**src/rtl/riscv_mc_pkg.sv**
```systemverilog
// Shared definitions for the multicycle RV32I control path: FSM state encoding,
// opcode constants, alu_op encoding (shared with the ALU-control decoder),
// datapath mux select encodings and the one-hot opcode class struct.
package riscv_mc_pkg;

  typedef enum logic [3:0] {
    StFetch,
    StDecode,
    StMemAdr,
    StMemRd,
    StMemWb,
    StMemWr,
    StExecR,
    StExecI,
    StAluWb,
    StBeq,
    StJal,
    StTrap
  } state_e;

  localparam logic [6:0] OpLoad   = 7'b0000011;
  localparam logic [6:0] OpStore  = 7'b0100011;
  localparam logic [6:0] OpRtype  = 7'b0110011;
  localparam logic [6:0] OpItype  = 7'b0010011;
  localparam logic [6:0] OpBranch = 7'b1100011;
  localparam logic [6:0] OpJal    = 7'b1101111;

  localparam logic [2:0] Funct3Beq = 3'b000;

  // alu_op, decoded further by the ALU-control block
  localparam logic [1:0] AluOpAdd   = 2'b00;
  localparam logic [1:0] AluOpSub   = 2'b01;
  localparam logic [1:0] AluOpFunct = 2'b10;

  localparam logic [1:0] SrcAPc    = 2'b00;
  localparam logic [1:0] SrcAOldPc = 2'b01;
  localparam logic [1:0] SrcARs1   = 2'b10;

  localparam logic [1:0] SrcBRs2  = 2'b00;
  localparam logic [1:0] SrcBImm  = 2'b01;
  localparam logic [1:0] SrcBFour = 2'b10;

  localparam logic [1:0] ResAluOut  = 2'b00;
  localparam logic [1:0] ResMemData = 2'b01;
  localparam logic [1:0] ResAluLive = 2'b10;

  localparam logic AdrPc     = 1'b0;
  localparam logic AdrAluOut = 1'b1;

  // Exactly one bit is set for any opcode/funct3 combination.
  typedef struct packed {
    logic load;
    logic store;
    logic rtype;
    logic itype;
    logic beq;
    logic jal;
    logic illegal;
  } op_class_t;

endpackage

```
**src/rtl/mc_opcode_class.sv**
```systemverilog
// Combinational instruction classifier for the multicycle control FSM.
// Ports:
//   opcode_i   - instruction bits [6:0]
//   funct3_i   - instruction bits [14:12]
//   op_class_o - one-hot class: load, store, rtype, itype, beq, jal, illegal
module mc_opcode_class
  import riscv_mc_pkg::*;
(
  input  logic [6:0] opcode_i,
  input  logic [2:0] funct3_i,
  output op_class_t  op_class_o
);

  always_comb begin
    op_class_o = '0;
    case (opcode_i)
      OpLoad:   op_class_o.load  = 1'b1;
      OpStore:  op_class_o.store = 1'b1;
      OpRtype:  op_class_o.rtype = 1'b1;
      OpItype:  op_class_o.itype = 1'b1;
      // Only beq is implemented; other branch funct3 values trap.
      OpBranch: begin
        if (funct3_i == Funct3Beq) op_class_o.beq = 1'b1;
        else                       op_class_o.illegal = 1'b1;
      end
      OpJal:    op_class_o.jal = 1'b1;
      default:  op_class_o.illegal = 1'b1;
    endcase
  end

endmodule

```
**src/rtl/multicycle_ctrl.sv**
```systemverilog
// Main control FSM of the multicycle RV32I core. Sequences the shared ALU, the
// unified memory port and the register file through fetch/decode/execute/
// memory/writeback. Outputs are Moore-decoded from the state register, except
// pc_write in BEQ (follows zero) and the mem_ready-gated FETCH/MEMWR outputs.
// Ports:
//   clk, rst_n          - clock, asynchronous active-low reset
//   opcode, funct3      - instruction register fields
//   zero                - ALU zero flag (same cycle)
//   mem_ready           - memory completes the current access this cycle
//   mem_req, mem_write  - memory request / store qualifier
//   adr_src             - memory address select (PC / ALUOut)
//   ir_write, pc_write  - IR+OldPC load, PC load
//   reg_write           - register file write enable
//   alu_src_a/b, alu_op - ALU operand selects and ALU-control encoding
//   result_src          - result mux select
//   instr_retired       - one-cycle pulse in an instruction's last cycle
//   illegal_instr       - sticky trap flag, cleared only by reset
module multicycle_ctrl
  import riscv_mc_pkg::*;
(
  input  logic       clk,
  input  logic       rst_n,
  input  logic [6:0] opcode,
  input  logic [2:0] funct3,
  input  logic       zero,
  input  logic       mem_ready,
  output logic       mem_req,
  output logic       mem_write,
  output logic       adr_src,
  output logic       ir_write,
  output logic       pc_write,
  output logic       reg_write,
  output logic [1:0] alu_src_a,
  output logic [1:0] alu_src_b,
  output logic [1:0] alu_op,
  output logic [1:0] result_src,
  output logic       instr_retired,
  output logic       illegal_instr
);

  state_e    state_q, state_d;
  op_class_t op_class;

  mc_opcode_class u_opcode_class (
    .opcode_i   (opcode),
    .funct3_i   (funct3),
    .op_class_o (op_class)
  );

  always_ff @(posedge clk or negedge rst_n) begin
    if (!rst_n) state_q <= StFetch;
    else        state_q <= state_d;
  end

  always_comb begin
    state_d = state_q;
    unique case (state_q)
      StFetch:  if (mem_ready) state_d = StDecode;
      StDecode: begin
        unique case (1'b1)
          op_class.load,
          op_class.store:   state_d = StMemAdr;
          op_class.rtype:   state_d = StExecR;
          op_class.itype:   state_d = StExecI;
          op_class.beq:     state_d = StBeq;
          op_class.jal:     state_d = StJal;
          op_class.illegal: state_d = StTrap;
          default:          state_d = StTrap;
        endcase
      end
      StMemAdr: state_d = op_class.store ? StMemWr : StMemRd;
      StMemRd:  if (mem_ready) state_d = StMemWb;
      StMemWb:  state_d = StFetch;
      StMemWr:  if (mem_ready) state_d = StFetch;
      StExecR,
      StExecI:  state_d = StAluWb;
      StAluWb:  state_d = StFetch;
      StBeq:    state_d = StFetch;
      StJal:    state_d = StAluWb;
      StTrap:   state_d = StTrap;
      default:  state_d = StTrap;
    endcase
  end

  always_comb begin
    mem_req       = 1'b0;
    mem_write     = 1'b0;
    adr_src       = AdrPc;
    ir_write      = 1'b0;
    pc_write      = 1'b0;
    reg_write     = 1'b0;
    alu_src_a     = SrcAPc;
    alu_src_b     = SrcBRs2;
    alu_op        = AluOpAdd;
    result_src    = ResAluOut;
    instr_retired = 1'b0;
    illegal_instr = 1'b0;
    unique case (state_q)
      StFetch: begin
        mem_req    = 1'b1;
        ir_write   = mem_ready;
        pc_write   = mem_ready;
        alu_src_b  = SrcBFour;
        result_src = ResAluLive;
      end
      StDecode: begin
        // Branch target OldPC + imm lands in ALUOut for a later BEQ.
        alu_src_a = SrcAOldPc;
        alu_src_b = SrcBImm;
      end
      StMemAdr: begin
        alu_src_a = SrcARs1;
        alu_src_b = SrcBImm;
      end
      StMemRd: begin
        mem_req = 1'b1;
        adr_src = AdrAluOut;
      end
      StMemWb: begin
        result_src    = ResMemData;
        reg_write     = 1'b1;
        instr_retired = 1'b1;
      end
      StMemWr: begin
        mem_req       = 1'b1;
        mem_write     = 1'b1;
        adr_src       = AdrAluOut;
        instr_retired = mem_ready;
      end
      StExecR: begin
        alu_src_a = SrcARs1;
        alu_op    = AluOpFunct;
      end
      StExecI: begin
        alu_src_a = SrcARs1;
        alu_src_b = SrcBImm;
        alu_op    = AluOpFunct;
      end
      StAluWb: begin
        reg_write     = 1'b1;
        instr_retired = 1'b1;
      end
      StBeq: begin
        alu_src_a     = SrcARs1;
        alu_op        = AluOpSub;
        pc_write      = zero;
        instr_retired = 1'b1;
      end
      StJal: begin
        // PC <- branch target from DECODE; ALU computes OldPC + 4 for rd.
        alu_src_a = SrcAOldPc;
        alu_src_b = SrcBFour;
        pc_write  = 1'b1;
      end
      StTrap:  illegal_instr = 1'b1;
      default: illegal_instr = 1'b1;
    endcase
  end

endmodule
```
**config.mk**
```make
export PLATFORM = sky130hd
export DESIGN_NAME = multicycle_ctrl
export DESIGN_NICKNAME = d
export VERILOG_FILES = /design/src/rtl/riscv_mc_pkg.sv /design/src/rtl/mc_opcode_class.sv /design/src/rtl/multicycle_ctrl.sv
export SDC_FILE = /design/constraint.sdc
export NUM_CORES = 1
export LEC_CHECK = 0
export CORE_AREA = 2 2 41 43
export CTS_CLUSTER_DIAMETER = 60
export DETAILED_ROUTE_END_ITERATION = 7
export DIE_AREA = 0 0 43 45
export HOLD_SLACK_MARGIN = 0.12
export PLACE_DENSITY = 0.89
export SYNTH_ARGS = -nofsm -noshare
export SYNTH_HDL_FRONTEND = slang
export SYNTH_SLANG_ARGS = --single-unit
```
**constraint.sdc**
```tcl
create_clock -name clk -period 2.2 [get_ports clk]
set_input_delay 0.44 -clock clk [delete_from_list [all_inputs] [get_ports clk]]
set_output_delay 0.44 -clock clk [all_outputs]
set_load 0.01 [all_outputs]
```
==> results of run 1 <==
power by group:
part	switching, mW	total (mW)	internal, mW
clock network	0.0435	0.105	0.0619
registers	0.0419	0.152	0.110
logic	0.526	1.04	0.518
total	0.611	1.30	0.689
layout make-up:
class	instances	area share
clock buffers	3	0.0228
inverters	5	0.0190
multi-input cells	74	0.460
flip-flops and latches	4	0.103
well taps	16	0.0203
repair buffers	38	0.375
kinds of logic after synthesis:
family          count (synthesis)
simple gates                   50
buf+inv                        12
flops                           4
compound gates                 23
xor+xnor                        1
synth_stat cells, types with 2 or more instances:
master	count
nand2_1	13
nor2_1	12
nor3_1	8
a21oi_1	5
inv_1	5
dfrtp_1	4
and2_1	3
clkbuf_1	3
nand2b_1	3
o21ai_0	3
nand3_1	2
nor2b_1	2
metrics by stage:
stage	hold WS (ns)	area [um^2]	util
2_1_floorplan	0.144	581	-
3_3_place_gp	0.641	905	0.615
3_5_place_dp	0.656	905	0.615
4_1_cts	0.409	943	0.641
5_1_grt	0.406	987	0.671
6_report	0.391	987	0.671
final timing paths:
path                            start         end  cells past startpoint
max                        state_q[2]   alu_op[0]                      5
min                             rst_n  state_q[1]                      1
max reg2reg                state_q[3]  state_q[1]                      5
min reg2reg                state_q[1]  state_q[3]                      3
max in group asynchronous       rst_n  state_q[3]                      1
min in group clk           state_q[1]  state_q[3]                      3
per-layer routing:
layer  global-route usage  part of all wire  routed length, um
met1                0.235              0.39                742
met2                0.394              0.52               1010
met3               0.0320             0.060                116
met4                0.164             0.028                 54
met5                    0                 0                  0
timing repair:
action | 4_1_cts | 5_1_grt
endpoints found under the setup margin | 11 | 9
gates resized for setup | 12 | 10
buffers inserted | 0 | 2
==> results.ini, run 1 <==
[clock_network]
clock_tree.buffer_depth = 2
clkTransAtPathRegs_ns = 0.05
cts-root-buf = clkbuf_4
cts.sinks = 4
cts_tree = done
numCtsBuffers = 3
cts_hold_buf = 0
clk_latency_ns = 0.26
htree_levels = 1

[floorplan]
row_count = 14
core_area_um2 = 1470
die_area_um2 = 1940
die_w_um = 43
fp.dieH_um = 45
ios = 30
start_util = 0.395

[detailed_routing]
first_pass_iters = 5
drt_iter0_markers = 14
wl_per_cell_um = 13.7
drcViolationCount = 0
routed_wl_mm = 1.92
ant_nets = 0
via_count = 811
routed_via_density = 5.79

[setup_path]
cp_max_fo = 8
arrival_ns = 1.68
required_ns = 1.76
slowest_delay_ns = 0.53
startpoint_type = register
end_kind = output pin
r2r_slack_ns = 0.64
path_buf_inv = 3
slowest_stage = clkdlybuf4s50_1
path_class = register to output pin
crit_chain = buf_4, inv_1, nand2_2, nor2_1, clkdlybuf4s50_1
crit_family = buffers and inverters

[grt]
grt_pass1_vias = 759
antenna_found_initial = 0
grt_usage = 0.220
grt_max_degree = 22
overflow = 0
grt_first_pass_wirelength_mm = 3.09

[synthesis]
synth.avg_cell_area_um2 = 6.45
synth_top_family_by_area = simple AND/OR/NAND/NOR gates
yosys-top-cells-area = dfrtp_1, nand2_1, nor2_1
yosys.area.top_type = dfrtp_1
synth-edff-count = 0
synth_simple_gate_area_share = 0.433
synth.yosys.seq_area_share = 0.172
synth-seq-cells = 4
synth_compound_area_frac = 0.280
ys.flop_type = dfrtp_1
syn-cell-area_um2 = 581
synthMuxAreaShare = 0
synth-xor-area-share = 0.0151
synth_cell_types = 39
ys_warn_count = 0
synthCells = 90
synthAdderAreaFrac = 0
synthArstFlopShare = 1.00
synth.top_cell.area_share = 0.172
syn-num-nets = 104

[sta]
setup_tns_ns = 0
fin_worst_skew_ns = 0.0166
rsz0062_at_grt = no
final-hold-violation-count = 0
final.setup.worst_slack_ns = 0.0778
max_freq_mhz = 471
min_period_over_period = 0.965
setup_viol = 0
layout_min_cycle_time_ns = 2.12
worst_slew_margin_rel = 0.651
slew_violations = 0
worst_slew_pin_slew_ns = 0.510

[status]
outcome = completed

[final_layout]
largest_register_ffs = 4
final_common_cell = clkdlybuf4s50_1
n_antenna_cell = 0
num-fill-cells = 134
multi_input_area_um2 = 454
seq_area_um2 = 101
top_regs = state_q x4
synthToLayoutAreaGrowth_pct = 70.0
drive_above_1_share = 0.169
largest-register = state_q
stdcell_count = 140
nets = 140
layout_common_cells = clkdlybuf4s50_1, nand2_1, nor2_1, nor3_1, buf_4

[placed_design]
hpwl_mm = 1.32
pre_cts_slack_ns = -0.201
portBuffers = 29
gp_congestion = 0.894
dp_cells = 135

[power_and_ir_drop]
totalPowerFinal_mw = 1.30
leakagePower_nw = 0.522
peakVddDrop_mv = 0.578
power.density_nw_per_um2 = 1320

[run]
cap_violations = 0

[min_path]
hold_path.class = input port to async pin

Power figures use the tool's default switching activity.
==> run 2, diff against run 1 <==
--- a/config.mk
+++ b/config.mk
@@ -5,6 +5,7 @@
 export SDC_FILE = /design/constraint.sdc
 export NUM_CORES = 1
 export LEC_CHECK = 0
+export ABC_CLOCK_PERIOD_IN_PS = 2200
 export CORE_AREA = 2 2 41 43
 export CTS_CLUSTER_DIAMETER = 60
 export DETAILED_ROUTE_END_ITERATION = 7
==> results of run 2 <==
Same layout as run 1: the final DEF is identical, and so are final timing and power.
==> RTL change 1: new RTL, flow settings as in run 1 <==
Register the output `instr_retired`, with the module's reset; this adds one clock of latency there. The other outputs are not delayed to match. Comments in the files are not updated.
--- a/src/rtl/multicycle_ctrl.sv
+++ b/src/rtl/multicycle_ctrl.sv
@@ -37,6 +37,8 @@
   output logic       instr_retired,
   output logic       illegal_instr
 );
+
+  logic instr_retired_d;
 
   state_e    state_q, state_d;
   op_class_t op_class;
@@ -93,7 +95,7 @@
     alu_src_b     = SrcBRs2;
     alu_op        = AluOpAdd;
     result_src    = ResAluOut;
-    instr_retired = 1'b0;
+    instr_retired_d = 1'b0;
     illegal_instr = 1'b0;
     unique case (state_q)
       StFetch: begin
@@ -119,13 +121,13 @@
       StMemWb: begin
         result_src    = ResMemData;
         reg_write     = 1'b1;
-        instr_retired = 1'b1;
+        instr_retired_d = 1'b1;
       end
       StMemWr: begin
         mem_req       = 1'b1;
         mem_write     = 1'b1;
         adr_src       = AdrAluOut;
-        instr_retired = mem_ready;
+        instr_retired_d = mem_ready;
       end
       StExecR: begin
         alu_src_a = SrcARs1;
@@ -138,13 +140,13 @@
       end
       StAluWb: begin
         reg_write     = 1'b1;
-        instr_retired = 1'b1;
+        instr_retired_d = 1'b1;
       end
       StBeq: begin
         alu_src_a     = SrcARs1;
         alu_op        = AluOpSub;
         pc_write      = zero;
-        instr_retired = 1'b1;
+        instr_retired_d = 1'b1;
       end
       StJal: begin
         // PC <- branch target from DECODE; ALU computes OldPC + 4 for rd.
@@ -157,4 +159,12 @@
     endcase
   end
 
+  always_ff @(posedge clk or negedge rst_n) begin
+    if (!rst_n) begin
+      instr_retired <= '0;
+    end else begin
+      instr_retired <= instr_retired_d;
+    end
+  end
+
 endmodule
Check against the original RTL: not equivalent (a bounded check fails within 4 cycles, from zero or initial values and one cycle with rst_n low).
==> RTL change 1 against run 1 <==
Routed wire length is 7.0% lower. Final area rose by 5.1%. Sequential cell count is 1 higher. Critical endpoint is now illegal_instr. Global-route usage fell by 2.5 points. Power grew 5.3%. Area after synthesis fell by 5.6%. Critical path depth fell by 1. Clock skew decreased by 0.014 ns. Setup slack lost 0.0038 ns. Register-to-register slack improved by 0.10 ns.
==> RTL change 1: results (changes against run 1) <==
synthesis.nets: 94  # -9.6%
bufAreaShareNonClock_pct: 40.8  # +3.3 points
synth.area.top_cells: "dfrtp_1 23%, nor2_1 7.5%, a21oi_1 7.3%, nand2_1 6.2%, nor2b_1 4.6%"
cts_resized: 10  # -2
syn_area_um2: 548  # -5.6%
drt-vias-per-instance: 5.54  # -4.3%
cpPeakStageDelay_ns: 0.55  # +0.02 ns
power.density_nw_per_um2: 1320  # +0.21%
grt_pass1_vias: 694  # -8.6%
dpl_cell_area_um2: 895  # -1.1%
fillers: 135  # +0.75%
p_leak_nw: 0.533  # +2.2%
reg_top3: "state_q (4), instr_retired (1)"
hpwlAfterDp_um: 1270  # -3.3%
synthCells: 80  # -11%
grt_pass1_wl_um: 2870  # -7.1%
n_all_inverters: 3  # -2
r2r_setup_slack_ns: 0.74  # +0.10 ns
synth_seq_cells: 5  # +1
firstDrtPassIters: 4  # -1
endpoint: "illegal_instr"
buffers: 44  # +16%
wirelength_um: 1790  # -7.0%
sh_seq_area_pct: 12.5  # +2.3 points
status: "completed"
gp_congestion: 0.861  # -3.8%
final_util_pct: 70.5  # +3.4 points
max_slew.worst_pin.slew_ns: 0.309  # -0.200 ns
place_inst: 127  # -5.9%
pre_cts_slack_ns: -0.0148  # +0.187 ns
r2r-start: "state_q[0]"
multi_input_gates: 66  # -11%
skew_ns: 0.00282  # -0.0138 ns
p_int_mw: 0.771  # +12%
ys_seq_area_share_pct: 22.8  # +5.6 points
cts_setup_buffers: 2  # +2
-- RTL change 1: cell types whose count changed in the layout (fill, tap and decap cells not counted), moves of 2 or more --
cell and change:
a21oi_1 +3, and2_1 -2, and3_1 +2, buf_4 +6, clkdlybuf4s50_1 +6, dfrtp_1 -2
dfrtp_2 +3, dlygate4sd2_1 -6, inv_1 -3, nand2_1 -3, nand3_1 -2, nor2b_1 +2
nor3_1 -6
-- RTL change 1: logic make-up (layout without fill, tap and decap cells) --
logic type	count (synthesis)	count (layout)	synth area share, %
AO/OA/AOI/OAI	26	26	33.1
XOR/XNOR	1	1	1.60
flip-flops	5	5	22.8
buffers and inverters	9	51	6.39
AND/OR/NAND/NOR	39	39	36.1
-- RTL change 1: routing by layer --
layer  vias up  GRT usage, %  part of all wire [%]
li1        382             -                     -
met3         0          5.60                   6.5
met5         -             0                     0
met4         0          2.42                     0
met1       351          23.0                    39
met2        32          36.1                    55
==> RTL change 2: new RTL, flow settings as in run 1 <==
Without the edit above. Re-encode `state_e` (12 states) as Gray code, 4 bits wide.
--- a/src/rtl/riscv_mc_pkg.sv
+++ b/src/rtl/riscv_mc_pkg.sv
@@ -4,18 +4,18 @@
 package riscv_mc_pkg;
 
   typedef enum logic [3:0] {
-    StFetch,
-    StDecode,
-    StMemAdr,
-    StMemRd,
-    StMemWb,
-    StMemWr,
-    StExecR,
-    StExecI,
-    StAluWb,
-    StBeq,
-    StJal,
-    StTrap
+    StFetch  = 4'b0000,
+    StDecode = 4'b0001,
+    StMemAdr = 4'b0011,
+    StMemRd  = 4'b0010,
+    StMemWb  = 4'b0110,
+    StMemWr  = 4'b0111,
+    StExecR  = 4'b0101,
+    StExecI  = 4'b0100,
+    StAluWb  = 4'b1100,
+    StBeq    = 4'b1101,
+    StJal    = 4'b1111,
+    StTrap   = 4'b1110
   } state_e;
 
   localparam logic [6:0] OpLoad   = 7'b0000011;
Check against the original RTL: no difference found for any inputs over 10 cycles, from zero or initial values and one cycle with rst_n low; not proved beyond that.
==> RTL change 2 against run 1 <==
Count of clock-buffer cells in the layout is the same. Setup slack lost 0.018 ns. Power shrank 16%. Area after synthesis grew 3.2%. First-iteration DRC count grew 29%. Routed wire length shrank 7.8%. Hold slack lost 0.0014 ns. Final area shrank 3.0%. Sequential cell count is the same. Critical endpoint is now result_src[1]. Largest power group unchanged.
==> RTL change 2: results (changes against run 1) <==
grtUsageTotal_pct: 19.3  # -2.6 points
p_int_mw: 0.584  # -15%
ys_seq_area_share_pct: 16.7  # -0.54 points
drt-vias-per-instance: 5.67  # -2.1%
wirelength_um: 1770  # -7.8%
synthDistinctLibCells: 39  # unchanged
grt_max_degree: 20  # -9.1%
wl_met3_um: 140  # +21%
avgSynthCellArea_um2: 7.59  # +18%
worstSkewPairLatency_ns: 0.24  # -0.02 ns
powerClk_mw: 0.0955  # -9%
layout.cells.non_filler: 127  # -9.3%
pre_cts_slack_ns: -0.143  # +0.0584 ns
cts_resized: 13  # +1
async_reset_ff_share_pct: 100  # unchanged
grt_pass1_wl_um: 2750  # -11%
cp_max_fo: 3  # -5
gp_congestion: 0.831  # -7.0%
grt_pass1_vias: 639  # -16%
synth_compound_area_share_pct: 29.6  # +1.6 points
synthesis.nets: 93  # -11%
drive_gt1_share_pct: 21.6  # +4.7 points
pwr-share-comb_pct: 78.8  # -1.4 points
skew_ns: 0.00514  # -0.0115 ns
synth.area.top_cells: "dfrtp_1 17%, nand2_1 6.3%, nor2_1 5.6%, buf_6 5.6%, clkbuf_8 4.6%"
status: "completed"
relSlewSlack_pct: 75.9  # +11 points
firstDrtPassIters: 4  # -1
met1_usage_pct: 22.5  # -1.0 points
peakVddDrop_v: 0.000801  # +39%
synth_common_cells: "10 x nand2_1, 9 x nor2_1, 5 x o21ai_0, 4 x dfrtp_1, 4 x nand2b_1"
design_power_total_mw: 1.10  # -16%
grt.met3_usage_pct: 4.80  # +1.6 points
dpl_cell_area_um2: 886  # -2.1%
wirelength_met1_um: 728  # -1.9%
hpwlAfterDp_um: 1280  # -2.6%
RTL change 2: changes by cell type after synthesis, moves of 3 or more:
cell | before | now
clkbuf_1 | 3 | 0
nand2_1 | 13 | 10
nor3_1 | 8 | 1
nor2_1 | 12 | 9
a21oi_1 | 5 | 2
RTL change 2: area by class of cell:
| type | instances | area, µm² |
|---|---|---|
| fillers | 128 | 514 |
| repair buffers | 36 | 355 |
| flip-flops and latches | 4 | 101 |
| multi-input cells | 65 | 447 |
| well taps | 16 | 20.0 |
| inverters | 3 | 11.3 |
| clock buffers | 3 | 22.5 |
RTL change 2: worst paths after layout:
check / from / endpoint / slack [ns] / cells past startpoint
min in group clk: state_q[0] / state_q[1] / 0.63 / 1
worst max register to register: state_q[1] / state_q[2] / 0.73 / 4
worst min register to register: state_q[0] / state_q[1] / 0.63 / 1
worst min-delay path: rst_n / state_q[1] / 0.39 / 1
max in group asynchronous: rst_n / state_q[0] / 1.63 / 1
worst max-delay path: state_q[2] / result_src[1] / 0.06 / 3
